File: config.mk
export PLATFORM = sky130hd
export DESIGN_NAME = fsram_data_process
export DESIGN_NICKNAME = d
export VERILOG_FILES = /design/src/rtl/fsram_dp_pkg.sv /design/src/rtl/fsram_data_process_dp_out_fifo.sv /design/src/rtl/fsram_data_process.sv
export SDC_FILE = /design/constraint.sdc
export NUM_CORES = 2
export LEC_CHECK = 0
export ABC_CLOCK_PERIOD_IN_PS = 18990
export CAP_MARGIN = 20
export CORE_AREA = 5 5 500 502
export DETAILED_ROUTE_END_ITERATION = 10
export DIE_AREA = 0 0 505 507
export GPL_ROUTABILITY_DRIVEN = 1
export GPL_TIMING_DRIVEN = 0
export PLACE_DENSITY = 0.76
export SLEW_MARGIN = 20
export SYNTH_ARGS = -nofsm -noshare
export SYNTH_HDL_FRONTEND = slang
export SYNTH_HIERARCHICAL = 1
export SYNTH_SLANG_ARGS = --single-unit
File: constraint.sdc
create_clock -name clk -period 18.99 [get_ports clk]
set_clock_uncertainty 0.05 [all_clocks]
set_input_delay 2.8485 -clock clk [delete_from_list [all_inputs] [get_ports clk]]
set_output_delay 2.8485 -clock clk [all_outputs]
set_load 0.005 [all_outputs]
File: src/rtl/fsram_dp_pkg.sv
// Shared op-code, beat-kind and sequencer definitions for the FSRAM data-process path.
// Used by sram_controller and fsram_data_process.
package fsram_dp_pkg;

    localparam logic [2:0] DP_IDLE    = 3'd0;
    localparam logic [2:0] DP_ZERO3   = 3'd1;
    localparam logic [2:0] DP_PAD_FWD = 3'd2;
    localparam logic [2:0] DP_PAD_BWD = 3'd3;
    localparam logic [2:0] DP_ZERO1   = 3'd4;
    localparam logic [2:0] DP_FRONT   = 3'd5;
    localparam logic [2:0] DP_BACK    = 3'd6;

    typedef enum logic [1:0] {
        BK_ZERO  = 2'd0,
        BK_FRONT = 2'd1,
        BK_BACK  = 2'd2
    } beat_kind_e;

    typedef enum logic {
        S_IDLE = 1'b0,
        S_EMIT = 1'b1
    } dp_state_e;

    // Beats an op writes into the output FIFO; idle and reserved codes write none.
    function automatic logic [1:0] dp_beats(input logic [2:0] op);
        case (op)
            DP_ZERO3:               return 2'd3;
            DP_PAD_FWD, DP_PAD_BWD: return 2'd2;
            DP_ZERO1, DP_FRONT,
            DP_BACK:                return 2'd1;
            default:                return 2'd0;
        endcase
    endfunction

    function automatic beat_kind_e dp_beat_kind(input logic [2:0] op, input logic [1:0] idx);
        case (op)
            DP_PAD_FWD: return (idx == 2'd0) ? BK_ZERO : BK_FRONT;
            DP_PAD_BWD: return (idx == 2'd0) ? BK_BACK : BK_ZERO;
            DP_FRONT:   return BK_FRONT;
            DP_BACK:    return BK_BACK;
            default:    return BK_ZERO;
        endcase
    endfunction

endpackage

File: src/rtl/fsram_data_process_dp_out_fifo.sv
// Synchronous output FIFO: register-array storage, combinational head read gated to zero when empty.
module dp_out_fifo #(
    parameter int WIDTH = 256,
    parameter int DEPTH = 8
) (
    input  logic                       clk,
    input  logic                       rst,
    input  logic                       push_i,
    input  logic [WIDTH-1:0]           din_i,
    input  logic                       pop_i,
    output logic [WIDTH-1:0]           dout_o,
    output logic                       full_o,
    output logic                       empty_o,
    output logic [$clog2(DEPTH):0]     level_o
);
    localparam int AW = $clog2(DEPTH);

    logic [DEPTH-1:0][WIDTH-1:0] mem_q;
    logic [AW-1:0]               rd_q, wr_q;
    logic [AW:0]                 cnt_q;
    logic                        do_pop;

    assign empty_o = (cnt_q == '0);
    assign full_o  = (cnt_q == (AW+1)'(DEPTH));
    assign level_o = cnt_q;
    assign do_pop  = pop_i && !empty_o;
    assign dout_o  = empty_o ? '0 : mem_q[rd_q];

    always_ff @(posedge clk) begin
        if (push_i) mem_q[wr_q] <= din_i;
    end

    // Pointers wrap for free because DEPTH is a power of two.
    always_ff @(posedge clk) begin
        if (rst) begin
            rd_q  <= '0;
            wr_q  <= '0;
            cnt_q <= '0;
        end else begin
            if (push_i) wr_q <= wr_q + 1'b1;
            if (do_pop) rd_q <= rd_q + 1'b1;
            case ({push_i, do_pop})
                2'b10:   cnt_q <= cnt_q + 1'b1;
                2'b01:   cnt_q <= cnt_q - 1'b1;
                default: cnt_q <= cnt_q;
            endcase
        end
    end

endmodule

File: src/rtl/fsram_data_process.sv
// Expands FSRAM read words into per-channel byte beats and queues them for the CCM.
// Optional FSRAM_DP_PAD_VAL_EN: zero beats carry a pad_val sampled at op acceptance.
module fsram_data_process
    import fsram_dp_pkg::*;
#(
    parameter int CHANNEL    = 32,
    parameter int FIFO_DEPTH = 8
) (
    input  logic                          clk,
    input  logic                          rst,
    input  logic                          op_valid,
    output logic                          op_ready,
    input  logic [2:0]                    op_code,
    input  logic                          sram_sel,
    input  logic [CHANNEL*16-1:0]         QB_1,
    input  logic [CHANNEL*16-1:0]         QB_2,
`ifdef FSRAM_DP_PAD_VAL_EN
    input  logic [7:0]                    pad_val,
`endif
    output logic [CHANNEL*8-1:0]          out_data,
    output logic                          out_valid,
    input  logic                          out_ready,
    output logic [$clog2(FIFO_DEPTH):0]   fifo_level
);
    localparam int LW = $clog2(FIFO_DEPTH);
    localparam int SW = LW + 2;

    dp_state_e              state_q;
    logic [1:0]             idx_q;
    logic [2:0]             st_op_q;
    logic                   st_sel_q;
    logic [CHANNEL*16-1:0]  hold_q;

    logic                   emit, accept, load;
    logic [1:0]             rem_after, pending_d;
    logic [SW-1:0]          credit_d;
    logic [CHANNEL*16-1:0]  src;
    beat_kind_e             kind;
    logic [CHANNEL*8-1:0]   beat;
    logic [7:0]             zb;
    logic                   fifo_full, fifo_empty;

`ifdef FSRAM_DP_PAD_VAL_EN
    logic [7:0] pad_q;
    assign zb = pad_q;
`else
    assign zb = 8'h00;
`endif

    assign emit      = (state_q == S_EMIT);
    assign rem_after = emit ? (dp_beats(st_op_q) - 2'd1 - idx_q) : 2'd0;
    assign pending_d = emit ? (rem_after + 2'd1) : 2'd0;
    // Registered level only: a same-cycle pop is ignored, which keeps the credit conservative.
    assign credit_d  = {1'b0, fifo_level} + {{LW{1'b0}}, pending_d} + {{LW{1'b0}}, dp_beats(op_code)};
    assign op_ready  = !rst && (rem_after == 2'd0) && (credit_d <= SW'(FIFO_DEPTH));
    assign accept    = op_valid && op_ready;
    assign load      = accept && (dp_beats(op_code) != 2'd0);

    // First beat reads the live QB; later beats of a multi-beat op come from the hold copy.
    assign src  = (idx_q == 2'd0) ? (st_sel_q ? QB_2 : QB_1) : hold_q;
    assign kind = dp_beat_kind(st_op_q, idx_q);

    for (genvar c = 0; c < CHANNEL; c++) begin : g_ch
        assign beat[8*c +: 8] = (kind == BK_FRONT) ? src[16*c+8 +: 8] :
                                (kind == BK_BACK)  ? src[16*c   +: 8] : zb;
    end

    always_ff @(posedge clk) begin
        if (rst) begin
            state_q  <= S_IDLE;
            idx_q    <= 2'd0;
            st_op_q  <= DP_IDLE;
            st_sel_q <= 1'b0;
            hold_q   <= '0;
`ifdef FSRAM_DP_PAD_VAL_EN
            pad_q    <= 8'h00;
`endif
        end else begin
            if (emit && idx_q == 2'd0) hold_q <= src;
            if (load) begin
                state_q  <= S_EMIT;
                idx_q    <= 2'd0;
                st_op_q  <= op_code;
                st_sel_q <= sram_sel;
`ifdef FSRAM_DP_PAD_VAL_EN
                pad_q    <= pad_val;
`endif
            end else if (emit) begin
                if (rem_after != 2'd0) idx_q <= idx_q + 2'd1;
                else                   state_q <= S_IDLE;
            end
        end
    end

    dp_out_fifo #(
        .WIDTH (CHANNEL*8),
        .DEPTH (FIFO_DEPTH)
    ) u_fifo (
        .clk     (clk),
        .rst     (rst),
        .push_i  (emit),
        .din_i   (beat),
        .pop_i   (out_ready),
        .dout_o  (out_data),
        .full_o  (fifo_full),
        .empty_o (fifo_empty),
        .level_o (fifo_level)
    );

    assign out_valid = !fifo_empty;

    always_ff @(posedge clk) begin
        if (!rst) assert (!(emit && fifo_full && !out_ready));
    end

endmodule

## After elaboration in Yosys (flattened, before gate mapping)

Index checks and enable logic that the tools add are counted.

- $add $sub $neg: 10
- Magnitude comparators: 4
- Equality and inequality tests: 16
- Multiplexer cells: 83
- Reductions and logical operators: 21

Operators by type and width:

| operator | count |
|---|---|
| $bwmux W2048 | 1 |
| $mux W512 | 2 |
| $bmux W256 S3 | 1 |
| $demux W256 S3 | 1 |
| $mux W256 | 3 |
| $mux W8 | 64 |
| $eq A3 B3 Y1 const B | 6 |
| $eq A3 B2 Y1 const B | 4 |
| $pmux W2 S3 | 2 |
| $lt A3 B4 Y1 const B | 2 |
| $pmux W2 S4 | 1 |
| $pmux W4 S2 | 1 |
| $logic_and A1 B1 Y1 | 7 |
| $add A3 B1 Y3 const B | 2 |
| $eq A3 B1 Y1 const B | 2 |
| $mux W2 | 3 |
| $reduce_bool A2 Y1 | 3 |
| $reduce_or A2 Y1 | 3 |
| $reduce_or A3 Y1 | 2 |
| $add A4 B2 Y5 | 1 |
| $add A5 B2 Y5 | 1 |
| $le A5 B4 Y1 const B | 1 |
| $add A2 B1 Y2 const B | 2 |
| $add A4 B1 Y4 const B | 1 |
| 11 further kinds | 18 |

- Flip-flop bits (word level): 2577
- Bits of input ports: 1032
- Word-level logic and storage cells: 150

## Depth between registers and ports, before layout

- Depth after elaboration: 15
- Mapped depth: 17
- Depth with buffers taken out: 16

## Hierarchy

The synthesis kept the hierarchy.

Modules (own cells, without submodules):

| module | instances | cells an instance | area each (um^2) | seq. area each (um^2) |
|---|---|---|---|---|
| dp_out_fifo | 1 | 3314 | 78308.9 | 61699.2 |
| fsram_data_process | 1 | 3804 | 32035.7 | 10390.0 |

## Worst setup path before layout

No wires, ideal clock.

- Path kind: register to register
- From: register state_q (netlist: emit)
- To: register u_fifo/mem_q[0] in the netlist's numbering (enable)
- Arrival: 17.867 ns
- Required time: 17.753 ns
- Path slack: -0.114 ns
- Stages on the path, launching flop included: 3
- Buffers on the path: 0
- Cell sequence: dfxtp_1 > nand2b_1 > nor3_1

RTL lines:

| element | line | text |
|---|---|---|
| from (decl) | fsram_data_process.sv:28 | `dp_state_e state_q;` |
| from (signal assigned) | fsram_data_process.sv:70 | `state_q <= S_IDLE;` |
| from (signal assigned) | fsram_data_process.sv:81 | `state_q <= S_EMIT;` |
| from (signal assigned) | fsram_data_process.sv:90 | `else state_q <= S_IDLE;` |
| to (signal, indexed assignment) | fsram_data_process_dp_out_fifo.sv:30 | `if (push_i) mem_q[wr_q] <= din_i;` |
| to (decl) | fsram_data_process_dp_out_fifo.sv:18 | `logic [DEPTH-1:0][WIDTH-1:0] mem_q;` |

## Worst setup path in the final report

- From: input op_code[0]
- To: output op_ready

- Longest elaborated chain between the ends: 6

Ends and longest elaborated chain:

| element | line | text |
|---|---|---|
| from (decl) | fsram_data_process.sv:13 | `input logic [2:0] op_code,` |
| $eq A3 B3 Y1 or $eq A3 B2 Y1 (tied branches) | fsram_dp_pkg.sv:26 | `case (op)` |
| $reduce_or A3 Y1 or $reduce_or A2 Y1 (tied branches) | fsram_dp_pkg.sv:26 |  |
| $pmux W2 S3 (*) | fsram_dp_pkg.sv:26 |  |
| $add A5 B2 Y5 (*) | fsram_data_process.sv:54 | `assign credit_d = {1'b0, fifo_level} + {{LW{1'b0}}, pending_d} + {{LW{1'b0}}, dp_beats(op_code)};` |
| $le A5 B4 Y1 (*) | fsram_data_process.sv:55 | `assign op_ready = !rst && (rem_after == 2'd0) && (credit_d <= SW'(FIFO_DEPTH));` |
| $logic_and A1 B1 Y1 (*) | fsram_data_process.sv:55 |  |
| to (decl) | fsram_data_process.sv:12 | `output logic op_ready,` |

Every way passes the cells marked *; elsewhere a longest branch is shown, timed or not.

==> results by stage <==
Worst setup path:
- The worst setup path is captured at a primary output.
- The worst register-to-register path ends at st_op_q[1]$_SDFFE_PP0P_.
- The launch point of the critical path is op_code[0].
- The timing endpoint of the critical path is op_ready.
- The startpoint identified for the worst register-to-register timing path is st_op_q[0]$_SDFFE_PP0P_.
- The element type at the critical path start is an input pin.
- The arrival time of data at the critical path endpoint is 6.44 ns.
- The data required time of the worst path is 16.09 ns.
- The logic depth of the worst register-to-register path is 17.
- The setup slack of the worst register-to-register path is 14.99 ns.
- Along the worst path, the maximum fanout reaches 6.
- The setup path with the least slack is of type in2out.

Routing:
- The detailed router placed 74369 vias in this run.
- The highest metal layer used by the detailed router is met5.
- For this run, the detailed router's first-pass iteration total came to 8.
- After detailed routing, the number of remaining DRC violations is 0.
- The number of nets with antenna violations after routing is 0.
- Wire segments on met2 add up to 194000 microns in the final route.
- After detailed routing, the average wire length per cell comes to 33.3 microns.
- Detailed routing placed a total of 39100 microns of wire on met3.
- The number of vias per cell after detailed routing is 6.04.
- The wire length reported by the detailed router is 410000 microns.
- The number of design-rule violations left by the first detailed-router iteration is 9048.
- In the final routing, the length of wire on met1 measures 145000 microns.

CTS:
- CTS built an H-tree with a depth of 5.
- TritonCTS built the clock tree.
- The number of buffers added for setup after CTS is 0.
- The number of buffers inserted during clock tree synthesis is 286.
- For the worst-skew pair, the clock arrives at the later sink with an insertion delay of 0.94 ns.
- The clock-pin slew of the registers on the worst-case setup and hold paths is 0.06 ns.
- No sink is reached through more buffers than the 4 on the longest clock path.
- In this run, post-CTS repair resized a total of 0 instances.
- The cell sitting at the root of the clock tree is a clkbuf_16.
- Hold repair after CTS inserted 0 buffers.
- The CTS sink count is 2577.

Logic synthesis:
- The synthesized netlist occupies a cell area of 110000 sq um.
- Counting every net in the synthesized netlist gives 8162.
- The instance count of the mapped netlist is 7117.
- A synthesized cell averages 15.5 sq um.
- The Yosys step of the flow raised 6 warnings.

Worst hold path:
- The path class of the tightest hold or removal check is reg2reg.

STA:
- At the pin with the least slew margin, the transition time is 1.15 ns.
- The remaining max-slew budget at the tightest pin is 23.0%.
- The least setup slack across all paths after layout is 9.65 ns.
- The clock period could shrink to 9.34 ns.
- Setup violations remaining at the end of the flow were counted as 0.
- The max-slew violation total from the final report is 0.
- Hold is met by 0.445 ns.
- For this run, the top clock speed supported by timing is 107 MHz.
- Setup repair after global routing left no endpoint under its margin.
- Summed over all failing endpoints, the final setup total negative slack is 0 ns.
- After layout, the worst path uses 49.2% of the clock period.
- The final hold violation count was 0.

Final layout:
- The proportion of layout cells with a drive suffix above 1 is 20.7%.
- After routing the design area is 140000 sq um.
- The number of nets in the finished design is 9901.
- The signed area change from the synthesized netlist to the final layout is 26.5%.
- Measured on the finished design, the core utilization comes to 57.0%.
- The number of standard cells in the final layout excluding fillers is 12306.

Placed design:
- The final HPWL from detailed placement is 303000 microns.
- The number of I/O port buffers is 1293.
- Routability-driven placement finished with a final weighted congestion of 0.995.
- After detailed placement, the total cell area comes to 131000 sq um.
- Timing analysis after detailed placement gives a worst setup slack of 9.54 ns.
- Counting tap cells, the placed design contains a total of 11788 instances.

Power and ir drop:
- The design draws 14.9 mW.
- The power per standard cell area is 106 nW/um^2.
- The maximum resistive drop on vdd is 0.0710 mV.
- Summed over all cells, the static leakage comes to 45.7 nW.

GRT:
- The initial antenna violation count is 48.
- Global routing consumed, over all layers together, 31.2% of the routing resources.
- The aggregate global routing overflow is 0.
- The via count of the first global-routing pass is 74926.
- The global-route wire length before repair is 567000 microns.
- The pin count of the biggest net entering global routing is 21.

Floorplan:
- In this run the vertical extent of the chip is 507 microns.
- The area of the placeable core is 245000 sq um.
- From left edge to right edge, the die measures 505 microns.
- The initial utilization of the core area, before any placement, comes to 45.1%.
- The floorplan has 182 rows.
- The I/O pin count is 1294.
- The die area is 256000 sq um.

Outcome:
- The run finished with clean final reports.

Job:
- The number of violations of the max-capacitance limit is 0.
[how the worst min path moves through the flow]
stage	cells past startpoint	to	startpoint	slack [ns]
2_1_floorplan	2	hold_q[317]$_SDFFE_PP0P_	hold_q[317]$_SDFFE_PP0P_	0.43
3_3_place_gp	2	hold_q[316]$_SDFFE_PP0P_	hold_q[316]$_SDFFE_PP0P_	0.43
3_5_place_dp	2	hold_q[401]$_SDFFE_PP0P_	hold_q[401]$_SDFFE_PP0P_	0.44
4_1_cts	2	hold_q[321]$_SDFFE_PP0P_	hold_q[321]$_SDFFE_PP0P_	0.45
5_1_grt	2	hold_q[396]$_SDFFE_PP0P_	hold_q[396]$_SDFFE_PP0P_	0.46
6_report	2	hold_q[405]$_SDFFE_PP0P_	hold_q[405]$_SDFFE_PP0P_	0.44
[state kept, by name, summed over array words and instances, names as in the netlist]
signal	cells
u_fifo/wr_q	3
u_fifo/mem_q	2048
u_fifo/rd_q	3
emit	1
st_op_q	3
hold_q	512
st_sel_q	1
idx_q	2
u_fifo/level_o	4
[report_power, final]
part / switching (mW) / internal [mW]
Combinational: 1.83 / 1.58
Clock: 2.23 / 3.04
Sequential: 0.0479 / 6.14
[worst max-delay path, cell delays in order]
cell,delay (ns)
clkdlybuf4s50_1,0.50
nor2_1,0.14
nor2_1,0.06
fa_1,0.51
ha_1,0.16
inv_1,0.06
fa_1,0.50
and3b_1,0.21
o22ai_1,0.10
nor3b_1,0.60
clkdlybuf4s50_1,0.73
[metal layers]
| layer | up-vias | track usage (%) |
|---|---|---|
| li1 | 31178 | - |
| met5 | - | 0.241 |
| met2 | 4919 | 49.9 |
| met3 | 908 | 7.61 |
| met1 | 37346 | 37.7 |
| met4 | 18 | 20.8 |
[layout by cell type, fill, tap and decap left out, types with 5 or more instances in the layout]
master	n
inv_1	12
ha_1	10
a21oi_1	8
mux2i_2	8
nand3_1	6
o21ai_0	519
clkinv_1	48
buf_12	37
bufinv_16	14
nor2_4	6
buf_16	72
clkinv_2	37
nor2_1	784
buf_4	60
clkdlybuf4s50_1	1293
clkinv_4	5
buf_2	218
clkinvlp_4	11
clkbuf_1	218
edfxtp_1	2048
clkbuf_8	11
a211oi_1	112
a211oi_2	400
mux2i_1	764
clkbuf_2	27
nand2_1	521
diode_2	24
inv_6	11
clkbuf_16	291
buf_6	108
dfxtp_1	529
mux4_2	512
buf_8	39
o22ai_1	257
xor2_1	7
buf_1	15
[final cells by class]
type,count,area [sq um]
Fill cell,18369,105000
Buffer,575,3430
Antenna cell,24,60.1
Inverter,13,48.8
Multi-Input combinational cell,3952,34900
Sequential cell,2577,72100
Clock inverter,130,1040
Tap cell,3220,4030
Timing Repair Buffer,1451,16400
Clock buffer,364,7670
Note: power is estimated with default switching activity, not from simulation.
